`config.mk`:
```
export PLATFORM = sky130hd
export DESIGN_NAME = byte_packer64
export DESIGN_NICKNAME = d
export VERILOG_FILES = /design/src/rtl/byte_packer64_pkg.sv /design/src/rtl/byte_lane_insert.sv /design/src/rtl/byte_packer64.sv
export SDC_FILE = /design/constraint.sdc
export NUM_CORES = 1
export LEC_CHECK = 0
export ABC_AREA = 1
export BUFFER_PORTS_ARGS = -buffer_cell sky130_fd_sc_hd__buf_2
export CORE_MARGIN = 4
export CORE_UTILIZATION = 40
export CTS_CLUSTER_DIAMETER = 30
export DETAILED_ROUTE_END_ITERATION = 10
export PLACE_DENSITY = 0.64
export SYNTH_ARGS = -nofsm -noshare
export SYNTH_HDL_FRONTEND = slang
export SYNTH_SLANG_ARGS = --single-unit
```
`constraint.sdc`:
```
create_clock -name Clk -period 2.3 [get_ports Clk]
set_clock_uncertainty 0.1 [all_clocks]
set_input_delay 0.23 -clock Clk [delete_from_list [all_inputs] [get_ports Clk]]
set_output_delay 0.23 -clock Clk [all_outputs]
set_load 0.02 [all_outputs]
```
`src/rtl/byte_packer64_pkg.sv`:
```
`default_nettype none
// ============================================================================
//  Module      : byte_packer64_pkg
//  Description : Shared widths and FSM state encoding for the byte packer
//                feeding the 64-bit register stage.
//  Revision    : 1.0 - initial release
// ============================================================================
package byte_packer64_pkg;

  localparam int WORD_W         = 64;
  localparam int BYTE_W         = 8;
  localparam int BYTES_PER_WORD = 8;
  // out_count must represent 1..8, so it needs one more bit than a lane index.
  localparam int CNT_W          = 4;
  localparam int IDX_W          = 3;

  typedef enum logic [0:0] {
    FILL = 1'b0,
    HOLD = 1'b1
  } state_e;

endpackage : byte_packer64_pkg
`default_nettype wire

```
`src/rtl/byte_lane_insert.sv`:
```
`default_nettype none
// ============================================================================
//  Module      : byte_lane_insert
//  Description : Combinational lane replace. Returns word_in with the byte
//                lane selected by idx overwritten by byte_in.
//                LSB_FIRST=1 : idx 0 -> bits [7:0]
//                LSB_FIRST=0 : idx 0 -> bits [63:56]
//  Ports       : word_in  [63:0] word to modify
//                byte_in  [7:0]  byte to insert
//                idx      [2:0]  byte index in arrival order
//                word_out [63:0] modified word
//  Revision    : 1.0 - initial release
// ============================================================================
module byte_lane_insert
  import byte_packer64_pkg::*;
#(
  parameter bit LSB_FIRST = 1'b1
) (
  input  logic [WORD_W-1:0] word_in,
  input  logic [BYTE_W-1:0] byte_in,
  input  logic [IDX_W-1:0]  idx,
  output logic [WORD_W-1:0] word_out
);

  logic [IDX_W-1:0] lane;

  always_comb begin
    // For MSB-first order, arrival index k maps to lane 7-k, which for a
    // 3-bit index is simply its bitwise inverse.
    lane     = LSB_FIRST ? idx : ~idx;
    word_out = word_in;
    // Lane base bit = lane * 8.
    word_out[{lane, 3'b000} +: BYTE_W] = byte_in;
  end

endmodule : byte_lane_insert
`default_nettype wire

```
`src/rtl/byte_packer64.sv`:
```
`default_nettype none
// ============================================================================
//  Module      : byte_packer64
//  Description : Collects bytes over a valid/ready handshake, packs eight of
//                them into a 64-bit word and presents it on a valid/ready
//                output. load_en pulses for the one cycle in which the word
//                is taken and drives the downstream register's En input.
//                flush closes a partially filled word (zero-padded lanes).
//  Ports       : Clk        rising-edge clock
//                Rst        synchronous active-high reset
//                in_byte    [7:0]  input byte
//                in_valid   input byte valid
//                in_ready   packer accepts a byte this cycle
//                flush      close the current partial word
//                out_word   [63:0] packed word
//                out_valid  out_word valid and stable
//                out_ready  consumer takes out_word this cycle
//                out_count  [3:0]  valid bytes in out_word (1..8)
//                load_en    out_valid & out_ready pulse
//  Revision    : 1.0 - initial release
// ============================================================================
module byte_packer64
  import byte_packer64_pkg::WORD_W;
  import byte_packer64_pkg::BYTE_W;
  import byte_packer64_pkg::CNT_W;
  import byte_packer64_pkg::IDX_W;
  import byte_packer64_pkg::state_e;
  import byte_packer64_pkg::FILL;
  import byte_packer64_pkg::HOLD;
#(
  parameter bit LSB_FIRST      = 1'b1,
  parameter int BYTES_PER_WORD = 8
) (
  input  logic              Clk,
  input  logic              Rst,
  input  logic [BYTE_W-1:0] in_byte,
  input  logic              in_valid,
  output logic              in_ready,
  input  logic              flush,
  output logic [WORD_W-1:0] out_word,
  output logic              out_valid,
  input  logic              out_ready,
  output logic [CNT_W-1:0]  out_count,
  output logic              load_en
);

  // Only the 8-byte configuration is implemented.
  if (BYTES_PER_WORD != byte_packer64_pkg::BYTES_PER_WORD) begin : g_bpw_check
    $error("byte_packer64: BYTES_PER_WORD must be 8");
  end

  state_e              state_q, state_d;
  logic [IDX_W-1:0]    cnt_q,   cnt_d;
  logic [WORD_W-1:0]   buf_q,   buf_d;
  logic [CNT_W-1:0]    count_q, count_d;

  logic                accept;
  logic [WORD_W-1:0]   ins_word;
  logic [CNT_W-1:0]    held_plus_one;

  byte_lane_insert #(
    .LSB_FIRST (LSB_FIRST)
  ) u_lane_insert (
    .word_in  (buf_q),
    .byte_in  (in_byte),
    .idx      (cnt_q),
    .word_out (ins_word)
  );

  assign in_ready      = (state_q == FILL) & ~Rst;
  assign accept        = in_valid & in_ready;
  assign held_plus_one = {1'b0, cnt_q} + CNT_W'(1);

  assign out_valid     = (state_q == HOLD);
  // Gated by Rst so that a reset landing on a handshake cycle discards the
  // word instead of loading it downstream.
  assign load_en       = out_valid & out_ready & ~Rst;
  assign out_word      = buf_q;
  assign out_count     = count_q;

  always_comb begin
    state_d = state_q;
    cnt_d   = cnt_q;
    buf_d   = buf_q;
    count_d = count_q;

    case (state_q)
      FILL: begin
        if (accept) begin
          buf_d = ins_word;
          // A same-cycle byte is packed before flush closes the word.
          if ((cnt_q == IDX_W'(BYTES_PER_WORD - 1)) || flush) begin
            state_d = HOLD;
            count_d = held_plus_one;
            cnt_d   = '0;
          end else begin
            cnt_d = cnt_q + IDX_W'(1);
          end
        end else if (flush && (cnt_q != '0)) begin
          // Flush on an empty buffer is dropped so no empty word appears.
          state_d = HOLD;
          count_d = {1'b0, cnt_q};
          cnt_d   = '0;
        end
      end

      HOLD: begin
        if (out_ready) begin
          state_d = FILL;
          buf_d   = '0;
          count_d = '0;
          cnt_d   = '0;
        end
      end

      default: begin
        state_d = FILL;
      end
    endcase
  end

  always_ff @(posedge Clk) begin
    if (Rst) begin
      state_q <= FILL;
      cnt_q   <= '0;
      buf_q   <= '0;
      count_q <= '0;
    end else begin
      state_q <= state_d;
      cnt_q   <= cnt_d;
      buf_q   <= buf_d;
      count_q <= count_d;
    end
  end

endmodule : byte_packer64
`default_nettype wire

```
* Word-level counts from Yosys, hierarchy flattened *
Index checks and enable logic that the tools add are counted.

storage, ports and cells
  register bits = 72
  input bits = 13
  output and inout bits = 71
  logic and storage cells = 45

cells by class
  add/subtract/negate cells = 3
  equality and inequality tests = 5
  shift operators = 2
  muxes and demuxes = 19
  bitwise operators = 6
  reductions and logical operators = 6

operators by type and width
  operator                                                                  count
  64-bit 2-to-1 mux                                                         2
  64-bit case mux with 2 select lines                                       1
  64-bit bitwise mux                                                        1
  8-bit by 8-bit variable shift with 64-bit output (first input constant)   1
  8-bit by 8-bit indexed part select with 64-bit output                     1
  4-bit 2-to-1 mux                                                          4
  3-bit 2-to-1 mux                                                          4
  6-bit negator with 8-bit output                                           1
  4-bit case mux with 2 select lines                                        1
  3-bit by 2-bit inequality test with 1-bit output (second input constant)  2
  3-bit case mux with 2 select lines                                        1
  3-bit by 1-bit adder with 4-bit output (second input constant)            1
  1-bit AND                                                                 4
  1-bit 2-to-1 mux                                                          4
  2-bit inequality test (second input constant)                             2
  2-bit AND reduction                                                       2
  3-bit by 1-bit adder with 3-bit output (second input constant)            1
  3-bit equality test (second input constant)                               1
  3-bit AND reduction                                                       1
  3-bit nonzero test                                                        1
  1-bit NOT                                                                 2
  1-bit case mux with 2 select lines                                        1
  1-bit logical AND                                                         1
  1-bit logical OR                                                          1

* Depth between registers and ports, before layout *
Gate-level depths: netlist (run 1).

  word-level depth = 5
  gate-level depth with buffers = 12
  gate-level depth less buffers = 11

* Cells and area by module *
Synthesis (run 1) repeated with hierarchy kept, for this count alone.

second synthesis, totals
  cell total of the unflattened synthesis = 575
  area, all modules = 3767.4 um^2

by module, submodules not included
  module            times used  cells an instance  area an instance (um^2)  sequential area each (um^2)
  byte_packer64     1           354                2731.4                   1441.4
  byte_lane_insert  1           221                1036.0                   0.0

* Least setup slack after synthesis (run 1) *
OpenSTA, ideal clock, no wires.

  path type = reg-to-reg
  start point = reg cnt_q[0]
  end point = reg buf_q[0] (netlist: out_word[0])
  library setup time = 0.132 ns
  arrival time = 1.771 ns
  data required time = 2.068 ns
  setup slack = 0.297 ns
  stages on the path, launching flop included = 11
  buffers on the path = 1
  period minus slack after synthesis = 2.003 ns
  cell sequence = dfxtp_1 -> buf_4 -> inv_4 -> ha_1 -> ha_1 -> inv_2 -> nand3_1 -> nor2_2 -> o21ai_2 -> nand2_1 -> a21oi_1

on the way
  longest elaborated chain between the ends = 5
  elaborated cells between the ends (all ways) = 6
  classes of those cells = 1 x add/sub; 2 x shift; 3 x mux

RTL lines
  what                                                                                                                              line                    text
  from (decl)                                                                                                                       byte_packer64.sv:53     logic [IDX_W-1:0] cnt_q, cnt_d;
  from (signal assigned)                                                                                                            byte_packer64.sv:130    cnt_q <= cnt_d;
  6-bit negator with 8-bit output (*)                                                                                               byte_lane_insert.sv:33  word_out[{lane, 3'b000} +: BYTE_W] = byte_in;
  8-bit by 8-bit indexed part select with 64-bit output / 8-bit by 8-bit variable shift with 64-bit output (equally long branches)  byte_lane_insert.sv:33
  64-bit bitwise mux (*)                                                                                                            byte_lane_insert.sv:33
  64-bit 2-to-1 mux (*)                                                                                                             byte_packer64.sv:89     if (accept) begin
  64-bit case mux with 2 select lines (*)                                                                                           byte_packer64.sv:87     case (state_q)
  to (signal assigned)                                                                                                              byte_packer64.sv:131    buf_q <= buf_d;
  to (decl)                                                                                                                         byte_packer64.sv:54     logic [WORD_W-1:0] buf_q, buf_d;

Mark *: on every way between the ends. The rest lies on a longest branch, timed or not. The select of a mux whose other input is x is not followed.
A chain may end at the register's enable or synchronous reset.

* Final worst setup path (run 1) *
  start point = reg cnt_q[1]
  end point = reg buf_q[49] (netlist: out_word[49])

The elaborated chain is that of the path after synthesis.

==> results of run 1 <==
==> metal layers <==
layer / wire (um) / share of wire, %
met2: 3620 / 44
met1: 4020 / 49
met4: 91 / 1.1
met3: 503 / 6.1
met5: 0 / 0
==> worst register-to-register path, stage by stage, from the launching register on <==
cell and delay, ns:
dfxtp_1 0.35, inv_1 0.09, ha_1 0.22, ha_1 0.18
inv_1 0.12, nand2_1 0.10, nor2_1 0.13, nand3_1 0.12
nand2_1 0.08, nand2_1 0.20, nand2_1 0.13, a21oi_1 0.06
==> synthesized netlist by cell type, types with 2 or more instances <==
master	number	share of area, %
o21ai_2	5	1.4
nor3_1	2	0.33
nor2_1	21	2.6
nand3_2	3	0.99
nand3_1	12	2.0
o21ai_0	4	0.66
nand2_2	2	0.41
clkbuf_1	8	0.99
inv_4	2	0.41
ha_1	5	2.1
clkinv_1	2	0.25
inv_1	17	2.1
nand2_1	151	19
buf_6	2	0.74
nand2_4	2	0.74
a21oi_1	68	11
dfxtp_1	72	48
inv_2	4	0.50
nor2_2	19	3.9
nor2_4	2	0.74
o21ai_1	2	0.33
==> area by class of cell <==
type / count / area, um2
multi-input combinational: 302 / 1430
tap: 99 / 124
timing repair buffer: 91 / 475
inverter: 25 / 98.8
clock inverter: 6 / 90.1
clock buffer: 10 / 138
fill: 767 / 3500
sequential: 72 / 1440
==> state kept, by name, indices dropped and copies added, names as in the netlist <==
register   flops
cnt_q          3
out_count      4
out_word      64
out_valid      1
==> how the worst min path moves through the flow <==
| stage | cells after the start | slack, ns | endpoint | from |
|---|---|---|---|---|
| floorplan | 2 | 0.27 | out_word[62]$_SDFFE_PP0P_ | in_byte[6] |
| global placement | 2 | 0.35 | out_word[41]$_SDFFE_PP0P_ | out_word[41]$_SDFFE_PP0P_ |
| detailed placement | 2 | 0.35 | out_word[46]$_SDFFE_PP0P_ | out_word[46]$_SDFFE_PP0P_ |
| CTS | 3 | 0.06 | out_word[62]$_SDFFE_PP0P_ | in_byte[6] |
| global route | 3 | 0.08 | out_word[30]$_SDFFE_PP0P_ | in_byte[6] |
| finish | 3 | 0.07 | out_word[62]$_SDFFE_PP0P_ | in_byte[6] |
==> where the power goes <==
group / switching [mW] / internal, mW / leakage (nW)
combinational: 0.191 / 0.0738 / 0.945
sequential: 0.0182 / 1.27 / 0.581
clock: 0.493 / 0.644 / 0.113
total: 0.702 / 1.98 / 1.64
==> logic make-up after synthesis <==
kind of cell    after synthesis
simple gates                217
compound gates               80
flops                        72
buf+inv                      37
fa+ha+maj                     5
==> through the flow <==
stage | setup WS (ns) | instances | power (mW)
2_1_floorplan | 0.297 | 411 | 1.50
3_3_place_gp | 0.285 | 589 | 1.58
3_5_place_dp | 0.295 | 589 | 1.58
4_1_cts | 0.290 | 605 | 2.71
5_1_grt | 0.0709 | 605 | 2.80
6_report | 0.275 | 605 | 2.68
==> key figures, run 1 <==
Outcome
  – Status: complete, no violations

Clock tree
  – CTS tree: built
  – Clock Tree Buf Depth: 2
  – Hold Buf Count CTS: 0
  – Root buf cell: clkbuf_8
  – Setup bufs post-CTS: 0
  – TritonCTS Buffers: 9
  – CTS Sinks: 72
  – Clock slew at the register clock pins of the worst setup and hold paths: 0.07 ns
  – Resized cells post-CTS: 0
  – Latest clock arrival within the worst-skew pair: between 0.3 and 0.4 ns
  – H-tree levels: 3

Yosys
  – Ys async rst share: 0%
  – Synthesized area: ~0.003 mm2
  – Syn Nets: approximately 430
  – Mapped Cells: roughly 410
  – Register area share after synthesis: between 40% and 50%
  – #FFs+latches synth: 72
  – Post-synthesis mux area share: 0%
  – Post-Syn Area per Cell: about 7.4 um2
  – Synth Flop Type: dfxtp_1
  – Simple-gate portion of the synthesized area: slightly above 30%
  – Yosys cell types: 27
  – Post-synth EDFFs: 0
  – Largest family of logic cells by synthesized area: simple AND/OR/NAND/NOR gates
  – Post-Synth XOR/XNOR Area: 0%
  – Compound-cell area share of the yosys netlist: between 10 and 15%
  – YS warnings: 0
  – Synth Area in Adders: 2.06%

Critical path
  – Crit path max fanout: 8
  – CP endpoint kind: flip-flop
  – Most frequent CP cell: nand2_1
  – Reg-to-reg startpoint: cnt_q[1]$_SDFFE_PP0P_
  – Critical-path cell list: inv_1, ha_1, ha_1, inv_1, nand2_1, nor2_1, nand3_1, nand2_1, nand2_1, nand2_1, a21oi_1
  – R2r setup slk: between 0.2 and 0.3 ns
  – CP Depth: 11
  – Reg-to-reg endpoint: out_word[49]$_SDFFE_PP0P_
  – Element type at the critical path start: flip-flop
  – Critical Path AT: roughly 2.1 ns
  – Critical Path Max Stage Delay: around 0.35 ns
  – Buffers & Inverters on Critical Path: 2
  – Worst setup path end: out_word[49]$_SDFFE_PP0P_
  – Worst setup path startpoint: cnt_q[1]$_SDFFE_PP0P_
  – Delay-heaviest family, CP: simple AND/OR/NAND/NOR gates
  – Required time of the critical path: approximately 2.4 ns
  – Crit Path Class: flip-flop to flip-flop
  – CP max stage cell: dfxtp_1
  – R2R depth: 11

Timing
  – Final hold slack: between 0.07 and 0.08 ns
  – Fmax: just under 500 MHz
  – Setup violators final: 0
  – Worst-margin pin slew: just under 0.7 ns
  – Final hold vios: 0
  – Tmin final: around 2 ns
  – Final period util: approximately nine tenths
  – Final max-slew violation count: 0
  – RSZ-0062 raised after global routing: no
  – Max_slew headroom: between 50% and 60%
  – Setup TNS after final layout: 0 ns

Route
  – DRT Wirelength: just over 8000 um
  – Via count: approximately 2900
  – Vias per cell: 4.74
  – WL/cell: 13.6 um
  – Initial drt markers: ~210
  – First-pass DRT Iterations: 4
  – Drc violations: 0
  – Final antenna-violating net count: 0

Die
  – Die W: around 95 um
  – Chip height: 95.0 um
  – Rows: 31
  – Top Ports: 84
  – DIE AREA: about 0.009 mm2
  – CORE AREA: between 0.007 and 0.008 mm2
  – Starting Density: 41.6%

Layout
  – Commonest cells after routing, fill and taps aside: nand2_1, buf_2, dfxtp_1, a21oi_1, nor2_1
  – Most common cell after layout, fill and taps aside: nand2_1
  – N_diodes: 0
  – Area Overhead vs Synth: 25.1%
  – Net total in the final layout: 519
  – Layout cell share with drive strength beyond 1: 29.1%
  – Fin util: between 50% and 60%
  – Fin area: 0.00379 mm2

Power
  – P per Cell Area: 708 mW/mm2
  – VDD IR-drop max: slightly above 0.0003 V
  – P_leak: 1.64 nW

Global routing
  – Met2 Usage GRT: between 20% and 30%
  – Grt peak-use layer: met2
  – Grt ovf: 0
  – Global-route wire length before repair: ~13000 um
  – Pin count of the biggest net entering global routing: 69
  – GRT Overall Usage: roughly a fifth
  – Met1 usage: ~27%
  – M3 GR Usage: under 10%
  – Initial antenna violation count: 0
  – Vias in the first global route: roughly 2700

Worst hold path
  – Worst hold-check path type: primary input to flip-flop

Placement
  – IO buf count: 83
  – HPWL after detailed placement: slightly below 6000 um
  – Post-placement cell area: ~0.0036 mm2
  – RD Place Congestion: slightly above 0.9

Flow run
  – Max-cap violation count: 0
No activity file was read; power rests on OpenSTA's default activity.
==> run 2, diff against run 1 <==
- PLACE_DENSITY: 0.64 -> 0.72
==> run 2 against run 1 <==
  * Non-clock buffer count unchanged
  * Utilization stayed put
  * Setup slack got worse by 0.016 ns
  * Critical path depth shrank 2
  * Power down 0.12%
  * Die area did not move
  * Final area stayed put
  * Via count rose by 1.7%
  * Critical path type unchanged
  * Critical endpoint is now out_word[1]$_SDFFE_PP0P_
==> key figures, run 2 (synthesized netlist as in run 1, its figures left out) <==
Outcome
  – Status: complete, no violations

Layout
  – Layout cell share with drive strength beyond 1: between 20 and 30%
  – Most common cell after layout, fill and taps aside: nand2_1
  – N_diodes: 0
  – Area Overhead vs Synth: 25.1%
  – Max reg flops: 64
  – Fin util: a little over half
  – Commonest cells after routing, fill and taps aside: nand2_1, buf_2, dfxtp_1, a21oi_1, nor2_1
  – Filler instances: a little under 800
  – Net total in the final layout: 519

Die
  – Die W: between 90 and 100 um
  – CORE AREA: roughly 0.0073 mm2
  – Chip height: about 95 um
  – DIE AREA: 0.00903 mm2
  – Starting Density: about two fifths
  – Top Ports: between 80 and 90
  – Rows: 31

Clock tree
  – Root buf cell: clkbuf_8
  – Latest clock arrival within the worst-skew pair: approximately 0.35 ns
  – Clock slew at the register clock pins of the worst setup and hold paths: around 0.08 ns
  – CTS tree: built
  – CTS Sinks: 72
  – TritonCTS Buffers: 9
  – H-tree levels: 3
  – Hold Buf Count CTS: 0
  – Clock Tree Buf Depth: 2
  – Setup bufs post-CTS: 0
  – Resized cells post-CTS: 0

Power
  – VDD IR-drop max: 0.000351 V
  – Overall power: around 2.7 mW
  – P_leak: about 1.6 nW
  – P per Cell Area: around 710 mW/mm2

Timing
  – Final period util: about nine tenths
  – Worst-margin pin slew: a little under 0.7 ns
  – RSZ-0062 raised after global routing: no
  – Setup violators final: 0
  – Final worst slack: ~0.26 ns
  – Setup TNS after final layout: 0 ns
  – Final max-slew violation count: 0
  – Tmin final: 2.04 ns
  – Fmax: just under 500 MHz
  – Final hold vios: 0
  – Max_slew headroom: between 50% and 60%

Critical path
  – Element type at the critical path start: flip-flop
  – Critical Path AT: roughly 2.2 ns
  – Crit Path Class: flip-flop to flip-flop
  – CP endpoint kind: flip-flop
  – R2R depth: 9
  – Crit path max fanout: 8
  – Required time of the critical path: 2.48 ns

Placement
  – HPWL after detailed placement: 5830 um
  – IO buf count: 83
  – RD Place Congestion: roughly 0.97
  – Pre-CTS WS: 0.295 ns

Route
  – Drc violations: 0
  – First-pass DRT Iterations: 4
  – Initial drt markers: 160
  – Vias per cell: slightly below 5
  – DRT Wirelength: 8200 um
  – WL/cell: 13.5 um
  – Final antenna-violating net count: 0
  – Via count: a little under 3000

Global routing
  – Global-route wire length before repair: 13100 um
  – Initial antenna violation count: 0
  – Grt ovf: 0
  – GRT Overall Usage: between 10% and 20%
  – Vias in the first global route: 2741
  – Pin count of the biggest net entering global routing: 69

Worst hold path
  – Worst hold-check path type: primary input to flip-flop
  – Hold path depth: 3

Flow run
  – Max-cap violation count: 0
[run 2: cell types whose count changed in the layout (fill, tap and decap cells not counted), sizes merged]
| cell | previous run | this run |
|---|---|---|
| clkbuf | 10 | 9 |
| clkinv | 4 | 3 |
| clkinvlp | 1 | 2 |
| inv | 24 | 25 |
[run 2: final cells by class]
| class | instances | area [um2] | area share, % |
|---|---|---|---|
| flip-flops and latches | 72 | 1440 | 38.0 |
| clock inverters | 7 | 104 | 2.74 |
| well taps | 99 | 124 | 3.27 |
| multi-input cells | 302 | 1430 | 37.6 |
| clock buffers | 9 | 124 | 3.27 |
| repair buffers | 91 | 475 | 12.5 |
| inverters | 25 | 98.8 | 2.61 |
[run 2: final timing paths]
kind	start	to	slack, ns
worst min-delay path	in_byte[6]	out_word[62]$_SDFFE_PP0P_	0.07
worst max-delay path	cnt_q[1]$_SDFFE_PP0P_	out_word[1]$_SDFFE_PP0P_	0.26
worst min register to register	out_word[46]$_SDFFE_PP0P_	out_word[46]$_SDFFE_PP0P_	0.36
worst max register to register	cnt_q[1]$_SDFFE_PP0P_	out_word[1]$_SDFFE_PP0P_	0.26
[run 2: per-layer routing]
layer | GRT usage, % | part of all wire [%] | vias up
li1 | - | - | 1492
met1 | 25.4 | 47 | 1320
met4 | 6.73 | 0.83 | 0
met3 | 4.42 | 6.4 | 8
met5 | 0 | 0 | -
met2 | 29.2 | 45 | 95
[run 2: power by group]
| part | internal [mW] | total, mW | switching [mW] | leakage [nW] |
|---|---|---|---|---|
| clock network | 0.623 | 1.13 | 0.510 | 0.108 |
| registers | 1.27 | 1.28 | 0.0182 | 0.581 |
| logic | 0.0738 | 0.265 | 0.191 | 0.945 |
[run 2: metrics by stage]
| step | hold slack [ns] | instance area (um2) | instances |
|---|---|---|---|
| finish | 0.0728 | 3790 | 605 |
| global route | 0.0957 | 3790 | 605 |
| CTS | 0.0619 | 3790 | 605 |
| detailed placement | 0.349 | 3560 | 589 |
| global placement | 0.345 | 3560 | 589 |
| floorplan | 0.275 | 3030 | 411 |
[run 2: critical path, stage by stage, from the launching register on]
cell and delay (ns):
dfxtp_1 0.36, inv_1 0.10, ha_1 0.21, ha_1 0.40, inv_2 0.09, nand3_1 0.11
nor2_2 0.06, o21ai_2 0.31, nand2_1 0.10, a21oi_1 0.14
